$ cat src/rtl/reg_dump_scanner_if.sv
// Byte stream link from the register dump scanner to its sink (UART or debug link).
// The master drives outByte/outValid and the slave answers with outReady.
interface reg_dump_scanner_if;
    logic [7:0] outByte;
    logic       outValid;
    logic       outReady;

    modport master (output outByte, output outValid, input outReady);
    modport slave  (input outByte, input outValid, output outReady);
endinterface

$ cat src/rtl/reg_dump_scanner.sv
// Walks a range of register-file indices through one read port and streams each word as a
// {101,index} header followed by the data bytes MSB first. REG_DUMP_CHECKSUM_EN appends an XOR checksum byte.
module reg_dump_scanner #(
    parameter int DATA_W = 32
) (
    input  logic               clock,
    input  logic               reset,
    input  logic               start,
    input  logic [4:0]         firstReg,
    input  logic [4:0]         lastReg,
    output logic [4:0]         readRegister,
    input  logic [DATA_W-1:0]  readData,
    reg_dump_scanner_if.master stream,
    output logic               busy,
    output logic               done,
    output logic               regLED1,
    output logic               regLED2,
    output logic               regLED3,
    output logic               regLED4
);
    localparam int NBYTES = DATA_W / 8;
    localparam int CNT_W  = (NBYTES > 1) ? $clog2(NBYTES) : 1;

`ifdef REG_DUMP_CHECKSUM_EN
    typedef enum logic [2:0] {
        IDLE    = 3'd0,
        ADDR    = 3'd1,
        CAPTURE = 3'd2,
        HDR     = 3'd3,
        DATA    = 3'd4,
        CSUM    = 3'd5,
        DONE    = 3'd6
    } stateT;
    logic [7:0]        csumR;
`else
    typedef enum logic [2:0] {
        IDLE    = 3'd0,
        ADDR    = 3'd1,
        CAPTURE = 3'd2,
        HDR     = 3'd3,
        DATA    = 3'd4,
        DONE    = 3'd6
    } stateT;
`endif

    stateT             stateR;
    logic [4:0]        indexR;
    logic [4:0]        lastRegR;
    logic [4:0]        readRegisterR;
    logic [DATA_W-1:0] shiftR;
    logic [CNT_W-1:0]  byteCntR;
    logic [7:0]        outByteR;
    logic              outValidR;
    logic              busyR;
    logic              doneR;
    logic [3:0]        ledR;
    logic              xferS;

    function automatic logic [7:0] headerByte(input logic [4:0] idx);
        return {3'b101, idx};
    endfunction

    assign xferS        = outValidR & stream.outReady;
    assign stream.outByte  = outByteR;
    assign stream.outValid = outValidR;
    assign readRegister = readRegisterR;
    assign busy         = busyR;
    assign done         = doneR;
    assign regLED1      = ledR[0];
    assign regLED2      = ledR[1];
    assign regLED3      = ledR[2];
    assign regLED4      = ledR[3];

    // Dump sequencer: address, capture, then header and data bytes under the valid/ready handshake.
    always_ff @(posedge clock or posedge reset) begin
        if (reset) begin
            stateR        <= IDLE;
            indexR        <= 5'd0;
            lastRegR      <= 5'd0;
            readRegisterR <= 5'd0;
            shiftR        <= {DATA_W{1'b0}};
            byteCntR      <= {CNT_W{1'b0}};
            outByteR      <= 8'h00;
            outValidR     <= 1'b0;
            busyR         <= 1'b0;
            doneR         <= 1'b0;
            ledR          <= 4'hF;
`ifdef REG_DUMP_CHECKSUM_EN
            csumR         <= 8'h00;
`endif
        end else begin
            case (stateR)
                IDLE: begin
                    doneR     <= 1'b0;
                    outValidR <= 1'b0;
                    if (start) begin
                        indexR        <= firstReg;
                        lastRegR      <= lastReg;
                        readRegisterR <= firstReg;
                        busyR         <= 1'b1;
                        ledR          <= ~firstReg[3:0];
`ifdef REG_DUMP_CHECKSUM_EN
                        csumR         <= 8'h00;
`endif
                        stateR        <= ADDR;
                    end else begin
                        busyR <= 1'b0;
                        ledR  <= 4'hF;
                    end
                end
                ADDR: begin
                    shiftR <= readData;
                    stateR <= CAPTURE;
                end
                CAPTURE: begin
                    outByteR  <= headerByte(indexR);
                    outValidR <= 1'b1;
                    stateR    <= HDR;
                end
                HDR: begin
                    if (xferS) begin
`ifdef REG_DUMP_CHECKSUM_EN
                        csumR    <= csumR ^ outByteR;
`endif
                        outByteR <= shiftR[DATA_W-1 -: 8];
                        shiftR   <= {shiftR[DATA_W-9:0], 8'h00};
                        byteCntR <= {CNT_W{1'b0}};
                        stateR   <= DATA;
                    end
                end
                DATA: begin
                    if (xferS) begin
`ifdef REG_DUMP_CHECKSUM_EN
                        csumR <= csumR ^ outByteR;
`endif
                        if (byteCntR == CNT_W'(NBYTES - 1)) begin
                            if (indexR == lastRegR) begin
`ifdef REG_DUMP_CHECKSUM_EN
                                // The checksum byte covers this final data byte as well.
                                outByteR <= csumR ^ outByteR;
                                stateR   <= CSUM;
`else
                                outValidR <= 1'b0;
                                doneR     <= 1'b1;
                                stateR    <= DONE;
`endif
                            end else begin
                                outValidR     <= 1'b0;
                                indexR        <= indexR + 5'd1;
                                readRegisterR <= indexR + 5'd1;
                                ledR          <= ~(indexR[3:0] + 4'd1);
                                stateR        <= ADDR;
                            end
                        end else begin
                            outByteR <= shiftR[DATA_W-1 -: 8];
                            shiftR   <= {shiftR[DATA_W-9:0], 8'h00};
                            byteCntR <= byteCntR + CNT_W'(1);
                        end
                    end
                end
`ifdef REG_DUMP_CHECKSUM_EN
                CSUM: begin
                    if (xferS) begin
                        outValidR <= 1'b0;
                        doneR     <= 1'b1;
                        stateR    <= DONE;
                    end
                end
`endif
                DONE: begin
                    doneR     <= 1'b0;
                    busyR     <= 1'b0;
                    outValidR <= 1'b0;
                    ledR      <= 4'hF;
                    stateR    <= IDLE;
                end
                default: begin
                    outValidR <= 1'b0;
                    busyR     <= 1'b0;
                    doneR     <= 1'b0;
                    ledR      <= 4'hF;
                    stateR    <= IDLE;
                end
            endcase
        end
    end
endmodule
$ cat src/flat_wrapper.sv
// flat-port wrapper written by rule: the top's interface ports become plain ports
module reg_dump_scanner_flat 
#(
    parameter int DATA_W = 32
)
  (clock, reset, start, firstReg, lastReg, readRegister, readData, busy, done, regLED1, regLED2, regLED3, regLED4, stream_outByte, stream_outValid, stream_outReady);
  reg_dump_scanner_if stream_i ();
  input  logic clock;
  input  logic reset;
  input  logic start;
  input  logic [4:0] firstReg;
  input  logic [4:0] lastReg;
  output logic [4:0] readRegister;
  input  logic [DATA_W-1:0] readData;
  output logic busy;
  output logic done;
  output logic regLED1;
  output logic regLED2;
  output logic regLED3;
  output logic regLED4;
  output wire logic [$bits(stream_i.outByte)-1:0] stream_outByte;
  output wire logic [$bits(stream_i.outValid)-1:0] stream_outValid;
  input wire logic [$bits(stream_i.outReady)-1:0] stream_outReady;
  assign stream_outByte = stream_i.outByte;
  assign stream_outValid = stream_i.outValid;
  assign stream_i.outReady = stream_outReady;
  reg_dump_scanner #(.DATA_W(DATA_W)) u_core (.clock(clock), .reset(reset), .start(start), .firstReg(firstReg), .lastReg(lastReg), .readRegister(readRegister), .readData(readData), .stream(stream_i), .busy(busy), .done(done), .regLED1(regLED1), .regLED2(regLED2), .regLED3(regLED3), .regLED4(regLED4));
endmodule
$ cat config.mk
export PLATFORM = sky130hd
export DESIGN_NAME = reg_dump_scanner_flat
export DESIGN_NICKNAME = d
export VERILOG_FILES = /design/src/rtl/reg_dump_scanner_if.sv /design/src/rtl/reg_dump_scanner.sv /design/src/flat_wrapper.sv
export SDC_FILE = /design/constraint.sdc
export NUM_CORES = 1
export LEC_CHECK = 0
export BUFFER_PORTS_ARGS = -buffer_cell sky130_fd_sc_hd__buf_2
export CORE_ASPECT_RATIO = 0.6
export CORE_MARGIN = 2
export CORE_UTILIZATION = 50
export CTS_CLUSTER_SIZE = 25
export DETAILED_ROUTE_END_ITERATION = 8
export PLACE_DENSITY = 0.74
export SLEW_MARGIN = 20
export SYNTH_ARGS = -nofsm -noshare
export SYNTH_HDL_FRONTEND = slang
export SYNTH_SLANG_ARGS = --single-unit
$ cat constraint.sdc
create_clock -name clock -period 2.8 [get_ports clock]
set_input_delay 0.7 -clock clock [delete_from_list [all_inputs] [get_ports clock]]
set_output_delay 0.7 -clock clock [all_outputs]
set_load 0.02 [all_outputs]
==> flow_summary_export.csv <==
group,metric,value,unit
synthesis,synth_top_family_by_area,"simple AND/OR/NAND/NOR gates",
clock_tree,cts_hold_buf,0,
global_routing,track_usage,0.2174,
sta,fin_skew,0.008877,ns
die,coreArea,0.006056,mm2
sta,finalHoldViolCount,0,
synthesis,synthTopCellsByArea,"dfrtp_1 (47%), nand2_1 (12%), nor2_1 (5.2%)",
clock_tree,post_cts.repair.setup_buffers,0,
global_routing,grt_remaining_overflow,0,
synthesis,synth_top_area_share,0.4661,
synthesis,synthAdderAreaFrac,0.008035,
sta,period_needed,2.305,ns
sta,worstMarginPinSlew,0.5676,ns
clock_tree,cts_resized,0,
critical_path,end_kind,"flip-flop",
min_path,hold_path.class,"in2async",
clock_tree,cts-root-buf,"clkbuf_8",
power_and_ir_drop,cellLeakagePower,1.677,nW
routing,dr.max_layer_used,"met4",
synthesis,synthMuxAreaShare,0.02611,
critical_path,worst-path-buf-inv,0,
routing,final_antenna_net_count,0,
finish,drive_gt1_frac,0.2578,
die,io_pins,66,
global_routing,antenna_found_initial,0,
sta,worst_slack,0.4950,ns
finish,syn_to_final_growth,17.68,%
routing,dr_wl_met2,2816,um
synthesis,syn_nets,399,
sta,rsz0062_at_grt,"no",
synthesis,synth-edff-count,0,
routing,vias,2637,
synthesis,synth_top_area_cell,"dfrtp_1",
clock_tree,cts.clk_slew.worst_paths,0.07,ns
clock_tree,cts_buffers,9,
synthesis,synthArstFlopShare,1.000,
placed_design,port-buffer-count,65,
critical_path,required,3.06,ns
global_routing,grt_pass1_wl,11480,um
global_routing,grt_pass1_vias,2391,
power_and_ir_drop,ir_worst_vdd,459.0,uV
clock_tree,cts_max_level,3,
power_and_ir_drop,power_density,1234,mW/mm2
placed_design,hpwlAfterDp,4821,um
die,rows,22,
synthesis,syn_inst,351,
routing,drtIter0Drc,185,
synthesis,synth_seq_cells,62,
routing,routed_wl,7033,um
global_routing,grt_max_degree,63,
critical_path,cpMaxStageDelayCell,"or3b_1",
routing,wl_met1,3502,um
synthesis,synth_compound_area_frac,0.1563,
sta,slew_headroom,0.6216,
finish,n_antenna_cell,0,
power_and_ir_drop,total_power,4.522,mW
sta,drv_slew,0,
routing,dr.pass1.iters,5,
sta,fin_setup_tns,0,ns
critical_path,critical_path_arrival,2.57,ns
routing,avgViaCountPerCell,5.285,
critical_path,cp-start-kind,"flip-flop",
clock_tree,cts_tree,"done",
sta,fmax,433.8,MHz
synthesis,synthFlopType,"dfrtp_1",
die,die_area,0.006896,mm2
die,fp.dieW,105.9,um
outcome,status,"finished clean",
critical_path,cp_max_fo,56,
critical_path,cpPeakStageDelay,0.57,ns
finish,nets,459,
critical_path,crit_family,"simple AND/OR/NAND/NOR gates",
critical_path,path_cells,"or3b_1 > nor3_4 > a21o_4 > nor2_1 > a31oi_1",
die,fp.dieH,65.13,um
synthesis,ys_seq_area_frac,0.4998,
job,cap_violations,0,
placed_design,dp_slack,0.5453,ns
routing,post-route-drc-count,0,
die,initial_core_util,0.5143,
synthesis,synth_area,0.003114,mm2
routing,wl_met3,618,um
placed_design,place_congestion,0.8958,
synthesis,synth-simple-area-share,0.2326,
synthesis,post_synth.cell_area_avg,8.872,um2
synthesis,ys_types,38,
critical_path,worstSetupPathType,"reg2reg",
synthesis,synth_xor_area_frac,0.01969,
clock_tree,clk_latency,0.34,ns
routing,wl_per_cell,14.09,um
clock_tree,clock_path_buffers,2,
clock_tree,clkSinkCount,62,
synthesis,yosysWarningCount,0,
sta,setup_viol,0,
sta,period_share,0.8232,
[routing by layer]
| metal | up-vias | track usage |
|---|---|---|
| li1 | 1309 | - |
| met1 | 1197 | 0.3294 |
| met2 | 116 | 0.2871 |
| met3 | 15 | 0.07242 |
| met4 | 0 | 0.07730 |
| met5 | - | 0 |
[power breakdown]
part	switching, mW	total [mW]	internal [mW]	leakage (nW)
clock network	0.338	0.815	0.477	0.104
logic	1.28	2.04	0.759	0.851
registers	0.337	1.66	1.33	0.722
total	1.96	4.52	2.56	1.68
[layout by cell type, fill, tap and decap left out, types with 2 or more instances in the layout]
| cell | n |
|---|---|
| a21oi_1 | 11 |
| mux2i_1 | 7 |
| o21ai_0 | 10 |
| dfstp_2 | 4 |
| a31oi_2 | 10 |
| o211ai_1 | 2 |
| dfrtp_1 | 58 |
| xnor2_1 | 6 |
| buf_2 | 65 |
| nand2b_1 | 2 |
| ha_1 | 2 |
| o32a_1 | 2 |
| nand3_1 | 22 |
| buf_4 | 6 |
| clkbuf_8 | 12 |
| nand2_1 | 100 |
| nor3_1 | 3 |
| inv_1 | 5 |
| a31oi_1 | 20 |
| a22oi_1 | 3 |
| o21a_1 | 2 |
| nor2_1 | 43 |
[layout make-up]
type | count | area [um2]
clock buffer | 12 | 165.2
sequential | 62 | 1556
fill | 549 | 2391
clock inverter | 3 | 42.54
timing repair buffer | 72 | 390.4
tap | 84 | 105.1
inverter | 6 | 22.52
multi-input combinational | 260 | 1383
[cells in the mapped netlist, types with 2 or more instances]
| library cell | number |
|---|---|
| a21oi_1 | 12 |
| buf_4 | 2 |
| dfstp_2 | 4 |
| buf_8 | 2 |
| buf_6 | 5 |
| a31oi_1 | 20 |
| a22oi_1 | 3 |
| buf_2 | 2 |
| nand2b_1 | 2 |
| mux2i_1 | 7 |
| o21ai_0 | 10 |
| a31oi_2 | 10 |
| clkbuf_1 | 12 |
| o211ai_1 | 2 |
| nand2_1 | 100 |
| o21a_1 | 2 |
| nor2_1 | 43 |
| nand3_1 | 22 |
| dfrtp_1 | 58 |
| inv_1 | 6 |
| xnor2_1 | 6 |
| nor3_1 | 3 |
| o32a_1 | 2 |
| ha_1 | 2 |
[kinds of logic after synthesis]
family | Yosys count
AOI/OAI and AO/OA | 67
xor gates and xnor gates | 7
adders and majority gates | 2
buffers and inverters | 29
DFF | 62
muxes | 8
and+or+nand+nor | 176
[worst paths after layout]
| kind | slack [ns] | to | start | cells past startpoint |
|---|---|---|---|---|
| setup / recovery | 0.50 | u_core.shiftR[15]$_DFFE_PP0P_ | u_core.stateR[2]$_DFFE_PP0P_ | 5 |
| hold / removal | 0.41 | u_core.shiftR[3]$_DFFE_PP0P_ | reset | 3 |
| setup reg to reg | 0.50 | u_core.shiftR[15]$_DFFE_PP0P_ | u_core.stateR[2]$_DFFE_PP0P_ | 5 |
| hold reg to reg | 0.47 | u_core.shiftR[5]$_DFFE_PP0P_ | u_core.shiftR[5]$_DFFE_PP0P_ | 2 |
| max in group asynchronous | 2.08 | u_core.ledR[0]$_DFFE_PP1P_ | reset | 3 |
| min in group clock | 0.47 | u_core.shiftR[5]$_DFFE_PP0P_ | u_core.shiftR[5]$_DFFE_PP0P_ | 2 |
[stage by stage]
stage | utilization | area (um2) | cells | hold WS (ns)
after detailed placement | 0.5709 | 3457 | 484 | 0.4552
after global routing | 0.6052 | 3665 | 499 | 0.4295
final | 0.6052 | 3665 | 499 | 0.4071
after global placement | 0.5709 | 3457 | 484 | 0.4491
after floorplan | - | 3114 | 351 | 0.4386
after CTS | 0.6052 | 3665 | 499 | 0.4175
[worst min-delay path: stages]
cell	delay [ns]
buf_2	0.10
inv_2	0.06
buf_12	0.29
[flip-flops by register name, summed over array words and instances, names as in the netlist]
signal                  count
u_core.stream.outValid      1
u_core.stateR               3
u_core.ledR                 4
u_core.busy                 1
u_core.stream.outByte       8
u_core.done                 1
u_core.indexR               5
u_core.lastRegR             5
u_core.byteCntR             2
u_core.shiftR              32
Power figures use the tool's default switching activity.
